--- src/rtl/vga_capture_if.sv ---
// Signal bundle between a Tiny VGA Pmod stream source and the vga_capture receiver.
// The source drives the 8-bit pin bus and the receiver returns pixel and lock status.
interface vga_capture_if;
    logic [7:0]  vga_in;
    logic        pix_valid;
    logic [9:0]  pix_x;
    logic [9:0]  pix_y;
    logic [5:0]  pix_rgb;
    logic        frame_start;
    logic        locked;
    logic        err_pulse;
    logic [15:0] frame_sig;

    modport master (
        output vga_in,
        input  pix_valid, pix_x, pix_y, pix_rgb, frame_start, locked, err_pulse, frame_sig
    );

    modport slave (
        input  vga_in,
        output pix_valid, pix_x, pix_y, pix_rgb, frame_start, locked, err_pulse, frame_sig
    );
endinterface

--- src/rtl/vga_capture.sv ---
// Passive VGA receiver: recovers sync timing from the Pmod pins, locks onto the frame
// and emits pixel coordinates, colour and a per-frame rotate-xor signature.
module vga_capture #(
    parameter int H_ACTIVE = 640,
    parameter int H_SYNC   = 96,
    parameter int H_BACK   = 48,
    parameter int H_TOTAL  = 800,
    parameter int V_ACTIVE = 480,
    parameter int V_SYNC   = 2,
    parameter int V_BACK   = 33,
    parameter int V_TOTAL  = 525,
    parameter int SYNC_NEG = 1
) (
    input  logic         clk,
    input  logic         rst_n,
    vga_capture_if.slave io_vga
);
    localparam logic [9:0] L_H_LAST  = 10'(H_TOTAL - 1);
    localparam logic [9:0] L_H_TOTAL = 10'(H_TOTAL);
    localparam logic [9:0] L_V_LAST  = 10'(V_TOTAL - 1);
    localparam logic [9:0] L_X0      = 10'(H_SYNC + H_BACK);
    localparam logic [9:0] L_X1      = 10'(H_SYNC + H_BACK + H_ACTIVE);
    localparam logic [9:0] L_Y0      = 10'(V_SYNC + V_BACK - 1);
    localparam logic [9:0] L_Y1      = 10'(V_SYNC + V_BACK - 1 + V_ACTIVE);
    localparam logic [9:0] L_CNT_MAX = 10'h3FF;
    localparam logic       L_NEG     = 1'(SYNC_NEG);

    typedef enum logic [1:0] {
        S_HUNT   = 2'd0,
        S_ALIGN  = 2'd1,
        S_LOCKED = 2'd2
    } state_t;

    function automatic logic [15:0] sig_step(input logic [15:0] acc, input logic [5:0] rgb);
        sig_step = {acc[14:0], acc[15]} ^ {10'b0, rgb};
    endfunction

    logic [7:0]  r_sync1;
    logic [7:0]  r_sync2;
    logic        r_hs_d;
    logic        r_vs_d;
    logic [9:0]  r_hcnt;
    logic [9:0]  r_vcnt;
    logic        r_vpend;
    state_t      r_state;
    logic [15:0] r_acc;
    logic        r_pix_valid;
    logic [9:0]  r_pix_x;
    logic [9:0]  r_pix_y;
    logic [5:0]  r_pix_rgb;
    logic        r_frame_start;
    logic        r_locked;
    logic        r_err_pulse;
    logic [15:0] r_frame_sig;

    logic        w_hs;
    logic        w_vs;
    logic        w_hedge;
    logic        w_vedge;
    logic        w_fedge;
    logic        w_viol;
    logic        w_pix;
    logic [5:0]  w_rgb;
    logic [9:0]  w_hcnt;
    logic [9:0]  w_vcnt;

    assign w_hs    = r_sync2[7] ^ L_NEG;
    assign w_vs    = r_sync2[3] ^ L_NEG;
    assign w_hedge = w_hs & ~r_hs_d;
    assign w_vedge = w_vs & ~r_vs_d;
    // A vsync edge landing on the same cycle as the hsync edge counts as the frame edge.
    assign w_fedge = w_hedge & (r_vpend | w_vedge);
    assign w_rgb   = {r_sync2[0], r_sync2[4], r_sync2[1], r_sync2[5], r_sync2[2], r_sync2[6]};

    // Counts that belong to the sample currently leaving the synchronizer.
    always_comb begin
        w_hcnt = r_hcnt;
        w_vcnt = r_vcnt;
        if (w_hedge) begin
            w_hcnt = 10'd0;
        end else if (r_hcnt != L_CNT_MAX) begin
            w_hcnt = r_hcnt + 10'd1;
        end else begin
            w_hcnt = r_hcnt;
        end
        if (w_fedge) begin
            w_vcnt = 10'd0;
        end else if (w_hedge && (r_vcnt != L_CNT_MAX)) begin
            w_vcnt = r_vcnt + 10'd1;
        end else begin
            w_vcnt = r_vcnt;
        end
    end

    assign w_viol = (w_hedge && (r_hcnt != L_H_LAST))
                 || (!w_hedge && (w_hcnt == L_H_TOTAL))
                 || (w_fedge && (r_vcnt != L_V_LAST))
                 || (w_hedge && !w_fedge && (r_vcnt == L_V_LAST));

    assign w_pix = (r_state == S_LOCKED)
                && (w_hcnt >= L_X0) && (w_hcnt < L_X1)
                && (w_vcnt >= L_Y0) && (w_vcnt < L_Y1);

    // Sync history resets to "asserted" so reset release never fakes an edge.
    always_ff @(posedge clk or negedge rst_n) begin
        if (!rst_n) begin
            r_sync1 <= 8'h00;
            r_sync2 <= 8'h00;
            r_hs_d  <= 1'b1;
            r_vs_d  <= 1'b1;
        end else begin
            r_sync1 <= io_vga.vga_in;
            r_sync2 <= r_sync1;
            r_hs_d  <= w_hs;
            r_vs_d  <= w_vs;
        end
    end

    // Line/frame counters and the pending-vsync flag.
    always_ff @(posedge clk or negedge rst_n) begin
        if (!rst_n) begin
            r_hcnt  <= 10'd0;
            r_vcnt  <= 10'd0;
            r_vpend <= 1'b0;
        end else begin
            r_hcnt <= w_hcnt;
            r_vcnt <= w_vcnt;
            if (w_fedge) begin
                r_vpend <= 1'b0;
            end else if (w_vedge) begin
                r_vpend <= 1'b1;
            end else begin
                r_vpend <= r_vpend;
            end
        end
    end

    // Lock FSM with registered status, signature and pixel outputs.
    always_ff @(posedge clk or negedge rst_n) begin
        if (!rst_n) begin
            r_state       <= S_HUNT;
            r_acc         <= 16'h0000;
            r_frame_sig   <= 16'h0000;
            r_frame_start <= 1'b0;
            r_err_pulse   <= 1'b0;
            r_locked      <= 1'b0;
            r_pix_valid   <= 1'b0;
            r_pix_x       <= 10'd0;
            r_pix_y       <= 10'd0;
            r_pix_rgb     <= 6'd0;
        end else begin
            r_frame_start <= 1'b0;
            r_err_pulse   <= 1'b0;
            if (w_pix) begin
                r_acc <= sig_step(r_acc, w_rgb);
            end
            case (r_state)
                S_HUNT: begin
                    r_locked <= 1'b0;
                    if (w_fedge) begin
                        r_state <= S_ALIGN;
                    end else begin
                        r_state <= S_HUNT;
                    end
                end
                S_ALIGN: begin
                    if (w_viol) begin
                        r_state  <= S_HUNT;
                        r_locked <= 1'b0;
                    end else if (w_fedge) begin
                        r_state       <= S_LOCKED;
                        r_locked      <= 1'b1;
                        r_frame_start <= 1'b1;
                    end else begin
                        r_state  <= S_ALIGN;
                        r_locked <= 1'b0;
                    end
                end
                S_LOCKED: begin
                    if (w_viol) begin
                        r_state     <= S_HUNT;
                        r_locked    <= 1'b0;
                        r_err_pulse <= 1'b1;
                        r_acc       <= 16'h0000;
                    end else if (w_fedge) begin
                        r_state       <= S_LOCKED;
                        r_locked      <= 1'b1;
                        r_frame_start <= 1'b1;
                        r_frame_sig   <= r_acc;
                        r_acc         <= 16'h0000;
                    end else begin
                        r_state  <= S_LOCKED;
                        r_locked <= 1'b1;
                    end
                end
                default: begin
                    r_state  <= S_HUNT;
                    r_locked <= 1'b0;
                    r_acc    <= 16'h0000;
                end
            endcase
            r_pix_valid <= w_pix;
            r_pix_x     <= w_pix ? (w_hcnt - L_X0) : 10'd0;
            r_pix_y     <= w_pix ? (w_vcnt - L_Y0) : 10'd0;
            r_pix_rgb   <= w_pix ? w_rgb : 6'd0;
        end
    end

    assign io_vga.pix_valid   = r_pix_valid;
    assign io_vga.pix_x       = r_pix_x;
    assign io_vga.pix_y       = r_pix_y;
    assign io_vga.pix_rgb     = r_pix_rgb;
    assign io_vga.frame_start = r_frame_start;
    assign io_vga.locked      = r_locked;
    assign io_vga.err_pulse   = r_err_pulse;
    assign io_vga.frame_sig   = r_frame_sig;
endmodule

--- src/flat_wrapper.sv ---
// flat-port wrapper written by rule: the top's interface ports become plain ports
module vga_capture_flat 
#(
    parameter int H_ACTIVE = 640,
    parameter int H_SYNC   = 96,
    parameter int H_BACK   = 48,
    parameter int H_TOTAL  = 800,
    parameter int V_ACTIVE = 480,
    parameter int V_SYNC   = 2,
    parameter int V_BACK   = 33,
    parameter int V_TOTAL  = 525,
    parameter int SYNC_NEG = 1
)
  (clk, rst_n, io_vga_vga_in, io_vga_pix_valid, io_vga_pix_x, io_vga_pix_y, io_vga_pix_rgb, io_vga_frame_start, io_vga_locked, io_vga_err_pulse, io_vga_frame_sig);
  vga_capture_if io_vga_i ();
  input  logic clk;
  input  logic rst_n;
  input wire logic [$bits(io_vga_i.vga_in)-1:0] io_vga_vga_in;
  output wire logic [$bits(io_vga_i.pix_valid)-1:0] io_vga_pix_valid;
  output wire logic [$bits(io_vga_i.pix_x)-1:0] io_vga_pix_x;
  output wire logic [$bits(io_vga_i.pix_y)-1:0] io_vga_pix_y;
  output wire logic [$bits(io_vga_i.pix_rgb)-1:0] io_vga_pix_rgb;
  output wire logic [$bits(io_vga_i.frame_start)-1:0] io_vga_frame_start;
  output wire logic [$bits(io_vga_i.locked)-1:0] io_vga_locked;
  output wire logic [$bits(io_vga_i.err_pulse)-1:0] io_vga_err_pulse;
  output wire logic [$bits(io_vga_i.frame_sig)-1:0] io_vga_frame_sig;
  assign io_vga_i.vga_in = io_vga_vga_in;
  assign io_vga_pix_valid = io_vga_i.pix_valid;
  assign io_vga_pix_x = io_vga_i.pix_x;
  assign io_vga_pix_y = io_vga_i.pix_y;
  assign io_vga_pix_rgb = io_vga_i.pix_rgb;
  assign io_vga_frame_start = io_vga_i.frame_start;
  assign io_vga_locked = io_vga_i.locked;
  assign io_vga_err_pulse = io_vga_i.err_pulse;
  assign io_vga_frame_sig = io_vga_i.frame_sig;
  vga_capture #(.H_ACTIVE(H_ACTIVE), .H_SYNC(H_SYNC), .H_BACK(H_BACK), .H_TOTAL(H_TOTAL), .V_ACTIVE(V_ACTIVE), .V_SYNC(V_SYNC), .V_BACK(V_BACK), .V_TOTAL(V_TOTAL), .SYNC_NEG(SYNC_NEG)) u_core (.clk(clk), .rst_n(rst_n), .io_vga(io_vga_i));
endmodule
--- config.mk ---
export PLATFORM = sky130hd
export DESIGN_NAME = vga_capture_flat
export DESIGN_NICKNAME = d
export VERILOG_FILES = /design/src/rtl/vga_capture_if.sv /design/src/rtl/vga_capture.sv /design/src/flat_wrapper.sv
export SDC_FILE = /design/constraint.sdc
export NUM_CORES = 1
export LEC_CHECK = 0
export ABC_AREA = 1
export CAP_MARGIN = 20
export CELL_PAD_IN_SITES_DETAIL_PLACEMENT = 2
export CELL_PAD_IN_SITES_GLOBAL_PLACEMENT = 2
export CORE_ASPECT_RATIO = 0.5
export CORE_UTILIZATION = 36
export CTS_CLUSTER_SIZE = 8
export DETAILED_ROUTE_END_ITERATION = 8
export GPL_TIMING_DRIVEN = 0
export PLACE_DENSITY_LB_ADDON = 0.12
export SLEW_MARGIN = 15
export SYNTH_ARGS = -nofsm -noshare
export SYNTH_HDL_FRONTEND = slang
export SYNTH_SLANG_ARGS = --single-unit
--- constraint.sdc ---
create_clock -name clk -period 4.5 [get_ports clk]
set_input_delay 0.9 -clock clk [delete_from_list [all_inputs] [get_ports clk]]
set_output_delay 0.9 -clock clk [all_outputs]
set_load 0.02 [all_outputs]
# Word level (Yosys, flattened, before mapping)
# Index checks and enable logic that the tools add are counted.
[word_totals] ff_bits=103 input_bits=10 output_inout_bits=46 elab_cells=88
[op_classes] n_addsub=4 magnitude_cmp=4 eq_ne=8 muxes=25 bitwise_logic=10 n_reduce_logical=20
[ops] op="$mux W10" count=6
[ops] op="$mux W16" count=3
[ops] op="$ne A10 B10 Y1 const B" count=4
[ops] op="$pmux W16 S2" count=1
[ops] op="$add A10 B1 Y10 const B" count=2
[ops] op="$eq A10 B10 Y1 const B" count=2
[ops] op="$lt A10 B10 Y1 const B" count=2
[ops] op="$xor A16 B6 Y16" count=1
[ops] op="$ge A10 B6 Y1 const B" count=1
[ops] op="$ge A10 B8 Y1 const B" count=1
[ops] op="$logic_and A1 B1 Y1" count=10
[ops] op="$sub A10 B6 Y10 const B" count=1
[ops] op="$sub A10 B8 Y10 const B" count=1
[ops] op="$mux W1" count=9
[ops] op="$mux W2" count=3
[ops] op="$mux W6" count=1
[ops] op="$pmux W2 S3" count=1
[ops] op="$not A1 Y1" count=5
[ops] op="$reduce_or A2 Y1" count=2
[ops] op="$and A1 B1 Y1" count=3
[ops] op="$logic_or A1 B1 Y1" count=3
[ops] op="$reduce_and A3 Y1" count=1
[ops] op="$eq A2 B1 Y1 const B" count=1
[ops] op="$eq A2 B2 Y1 const B" count=1
[ops] op="other kinds (5)" count=6

# Depth between registers and ports, before layout
[logic_depth] word_depth=12 depth_mapped=20 ltp_nobuf=17

# Worst setup path after synthesis
# OpenSTA, ideal clock, no wires.
[synth_timing] path_type="reg2reg" from="register u_core.r_hcnt[0]" to="register u_core.r_acc[6]" setup_ps=117 arrival_ps=2474 required_ps=4383 path_slack_ps=1909 stages_incl_launch_ff=19 path_buffers=3 period_less_slack_ps=2591 cell_sequence="dfrtp_1 ha_1 inv_1 nor2_4 nand3_1 buf_2 a21oi_1 inv_1 ha_1 nand2_1 nand2_1 nand3_1 nor2_1 nor2_2 nand3_2 buf_6 buf_6 nor2_1 nor2_1"
[synth_via] elab_chain_cells=12 word_cells_on_any_way=21 classes_between="add/sub (1); order compare (2); eq/ne (3); mux (6); reduce/logical (9)"
[synth_rtl] element="start: declaration" line="vga_capture.sv:42" text="logic [9:0] r_hcnt;"
[synth_rtl] element="start signal: assignment" line="vga_capture.sv:126" text="r_hcnt <= w_hcnt;"
[synth_rtl] element="$add A10 B1 Y10 / $ne A10 B10 Y1 (equally long branches)" line="vga_capture.sv:82, vga_capture.sv:81"
[synth_rtl] element="$mux W10 (*)" line="vga_capture.sv:81" text="end else if (r_hcnt != L_CNT_MAX) begin"
[synth_rtl] element="$mux W10 (*)" line="vga_capture.sv:79" text="if (w_hedge) begin"
[synth_rtl] element="net u_core.w_hcnt[4]" line="vga_capture.sv:64" text="logic [9:0] w_hcnt;"
[synth_rtl] element="$ge A10 B8 Y1" line="vga_capture.sv:101" text="&& (w_hcnt >= L_X0) && (w_hcnt < L_X1)"
[synth_rtl] element="$logic_and A1 B1 Y1 (2 in series)" line="vga_capture.sv:101"
[synth_rtl] element="$logic_and A1 B1 Y1 (2 in series)" line="vga_capture.sv:102" text="&& (w_vcnt >= L_Y0) && (w_vcnt < L_Y1);"
[synth_rtl] element="$mux W16" line="vga_capture.sv:154" text="if (w_pix) begin"
[synth_rtl] element="$mux W16" line="vga_capture.sv:185" text="end else if (w_fedge) begin"
[synth_rtl] element="$mux W16" line="vga_capture.sv:180" text="if (w_viol) begin"
[synth_rtl] element="$pmux W16 S2 (*)" line="vga_capture.sv:157" text="case (r_state)"
[synth_rtl] element="end signal: assignment" line="vga_capture.sv:155" text="r_acc <= sig_step(r_acc, w_rgb);"
[synth_rtl] element="end: declaration" line="vga_capture.sv:46" text="logic [15:0] r_acc;"
# Mark *: on every way through the listed nets, which the timed path passes. The rest lies on a longest branch.
# A chain may end at the register's enable or synchronous reset.

# Worst setup path after layout
[layout_timing] from="register u_core.r_hcnt[0]" to="register u_core.r_acc[2]"
# The elaborated chain is that of the path after synthesis.

==> results.md <==
* Hold Vio Cnt, Final at 0
* CTS Hold Buffers Added at 0
* Sequential share of the synthesized area at 0.526
* Register area at 0.00258 sq mm
* Setup Viol. Count Final at 0
* NumNets Final at 684
* Gpl congestion at 0.814
* Deepest clock path buffer count at 2
* Filler Cell Count at 1453
* Post-CTS sizing at 0
* Area of the multi-input gates at 0.00192 sq mm
* ANT cells at 0
* Die H at 84.6 um
* Max_slew headroom at 0.661
* Peak Freq at 0.301 GHz
* CP Depth at 18
* MaxCap Viol Count at 0
* Worst Path Buf+Inv at 5
* First-pass GRT wire length at 23800 um
* Starting density of the core at 0.378
* Leak at 3.23 nW
* PD cells at 344 mW/mm^2
* Simple-gate portion of the synthesized area at 0.301
* Final core utilization at 0.461
* Final ANT Viol Nets at 0
* CTS tree: done
* Vias per inst at 4.85
* Syn_nets at 617
* I/O Pins at 56
* Tcrit/Tclk final at 0.739
* Via count at 4054
* Post-synthesis mux area share at 0
* Total Wirelength at 14000 um
* Core Box Area at 0.0130 sq mm
* Chip Width at 167 um
* Sink Count at 103
* Adder-cell share of the synthesized area at 0.0331
* Grt ovf at 0
* RSZ-0062 raised after global routing: false
* Worst hold path type: register to register
* Cells after DPL at 820
* Avg Cell Area, Syn at 8.26 sq um
* CP delay by family, top: simple AND/OR/NAND/NOR gates
* CTS Root Cell: clkbuf_16
* Crit path required time at 4.74 ns
* Slowest stage delay, CP at 0.43 ns
* Cells after synthesis at 594
* Area growth from synthesis to layout at 22.0%
* Dpl hpwl at 10000 um
* Synth Area in XOR/XNOR at 0.0250
* Status: finished clean
* Die area at 0.0141 sq mm
* CP startpoint kind: register
* Largest net degree at the start of global routing at 80
* Slew @ Worst Pin at 0.508 ns
* Share of layout cells above drive strength 1 at 0.0931
* Reg2reg path depth at 18
* H-tree lvl count at 3
* Total track usage at 0.218
* Drt wl/cell at 16.8 um
* Compound-Gate Fraction of Synth Area at 0.0329
* Setup crit end kind: register
* Dpl ws at 1.22 ns
* Worst path arrival time at 3.57 ns
* Mapped cell area at 0.00491 sq mm
* DR pass1 iterations at 4
* CTS buffer count at 9
* Distinct cells, synth at 31
* Initial antenna violation count at 0
* Max IR drop VDD at 0.000167 V
* CP Max Fanout at 10
* Iter 0 DRT Violations at 139
* Final setup margin at 1.17 ns
* DR DRC count at 0
* Final std cells w/o fill at 836
* Synth warn at 0
* Final Slew Violations at 0
* WHS Path Cells at 0
* Most frequent CP cell: nor2_1
* Fin crit period at 3.33 ns
* Cell Rows at 29
* Vias in the first global route at 4543
* Clk_skew at 0.0103 ns
* Slowest cell on crit path: dfrtp_1
* Post-CTS setup buffers at 0
* Yosys reg bits at 103
* Setup CP Type: register to register
* Cell Chain, Critical Path: ha_1 > inv_1 > nor2_4 > nand3_1 > buf_2 > a21oi_1 > inv_1 > ha_1 > nand2_1 > nand2_1 > nand3_1 > nor2_1 > nor2_2 > nand3_2 > buf_6 > buf_6 > nor2_1 > nor2_1
* Reg clk slew, reported paths at 0.08 ns
* I/O Buffers at 55
* Largest family of logic cells by synthesized area: simple AND/OR/NAND/NOR gates
* Worst-skew pair later-pin latency at 0.35 ns
==> cell families after synthesis <==
family          count (synthesis)
xor+xnor                       14
flops                         103
fa+ha+maj                      13
buf+inv                        96
simple gates                  338
compound gates                 30
==> power breakdown <==
part / total [mW] / internal, mW / switching [mW]
logic: 0.280 / 0.0865 / 0.193
clock network: 0.785 / 0.393 / 0.392
registers: 0.994 / 0.959 / 0.0352
total: 2.06 / 1.44 / 0.621
==> synthesized netlist by cell type <==
cell | instances | area share
nand2_1 | 175 | 0.13
dfrtp_1 | 101 | 0.52
nor2_1 | 89 | 0.068
inv_1 | 75 | 0.057
nand3_1 | 37 | 0.038
o21ai_0 | 19 | 0.019
xor2_1 | 14 | 0.025
ha_1 | 13 | 0.033
nand4_1 | 9 | 0.011
buf_2 | 7 | 0.0071
nor2_4 | 6 | 0.014
inv_2 | 5 | 0.0038
nand2_2 | 5 | 0.0064
a21oi_1 | 4 | 0.0041
nor2_2 | 4 | 0.0051
buf_4 | 3 | 0.0046
buf_6 | 3 | 0.0069
clkbuf_1 | 3 | 0.0023
nand3_2 | 3 | 0.0061
nand3b_1 | 3 | 0.0046
o21ai_1 | 3 | 0.0031
dfstp_2 | 2 | 0.011
nand2_4 | 2 | 0.0046
nor3_1 | 2 | 0.0020
a21oi_2 | 1 | 0.0018
a31oi_1 | 1 | 0.0013
nand3_4 | 1 | 0.0036
nor3b_2 | 1 | 0.0025
o211ai_1 | 1 | 0.0015
o21ai_2 | 1 | 0.0018
or2_2 | 1 | 0.0013
==> final timing paths <==
path                                              from                            endpoint  slack (ns)
max                         u_core.r_hcnt[0]$_DFF_PN0_           u_core.r_acc[2]$_DFF_PN0_        1.17
min in group asynchronous                        rst_n  u_core.io_vga.pix_rgb[1]$_DFF_PN0_        0.39
max reg2reg                 u_core.r_hcnt[0]$_DFF_PN0_           u_core.r_acc[2]$_DFF_PN0_        1.17
min                        u_core.r_sync1[0]$_DFF_PN0_         u_core.r_sync2[0]$_DFF_PN0_        0.35
min reg2reg                u_core.r_sync1[0]$_DFF_PN0_         u_core.r_sync2[0]$_DFF_PN0_        0.35
max in group asynchronous                        rst_n             u_core.r_vs_d$_DFF_PN1_        3.41
==> per-layer routing <==
metal  track usage  share of wire
met1         0.273           0.46
met2         0.396           0.51
met3        0.0396          0.019
met4        0.0412         0.0082
met5             0              0
==> sequential cells by signal, indices dropped and copies added, names as in the netlist <==
name                       count
u_core.io_vga.err_pulse        1
u_core.io_vga.frame_sig       16
u_core.io_vga.frame_start      1
u_core.io_vga.locked           1
u_core.io_vga.pix_rgb          6
u_core.io_vga.pix_valid        1
u_core.io_vga.pix_x           10
u_core.io_vga.pix_y           10
u_core.r_acc                  16
u_core.r_hcnt                 10
u_core.r_hs_d                  1
u_core.r_state                 2
u_core.r_sync1                 8
u_core.r_sync2                 8
u_core.r_vcnt                 10
u_core.r_vpend                 1
u_core.r_vs_d                  1
==> final cells by class <==
cell class	count	area share
Tap cell	170	0.0355
Clock inverter	6	0.00962
Timing Repair Buffer	56	0.0968
Multi-Input combinational cell	395	0.321
Buffer	16	0.0171
Clock buffer	10	0.0383
Sequential cell	103	0.431
Inverter	80	0.0502
==> cells in the final DEF (no fill, tap or decap) <==
cell and instances:
clkbuf_16 9, buf_2 7, nand3_4 1, nand3_1 37, buf_6 4, a31oi_1 1, buf_4 3, inv_8 2
nor2_1 89, clkdlybuf4s50_1 54, dfrtp_1 101, clkbuf_1 4, inv_2 5, nand3b_1 3, xor2_1 14, o211ai_1 1
o21ai_2 1, o21ai_0 19, nand3_2 3, inv_6 4, nand2_1 175, dfstp_2 2, nor2_4 6, nand4_1 9
inv_1 75, buf_16 1, a21oi_2 1, ha_1 13, nor3_1 2, nand2_2 5, nor2_2 4, or2_2 1
a21oi_1 4, o21ai_1 3, nor3b_2 1, nand2_4 2
==> stage by stage <==
step                power, mW  cell area [sq um]  setup TNS (ns)  hold slack (ns)
finish                   2.06               5990               0            0.354
global route             2.17               5990               0            0.370
CTS                      2.09               5990               0            0.356
detailed placement       1.30               5700               0            0.337
global placement         1.28               5670         -157.35            0.332
floorplan                1.18               4910               0            0.331
No activity file was read; power rests on OpenSTA's default activity.
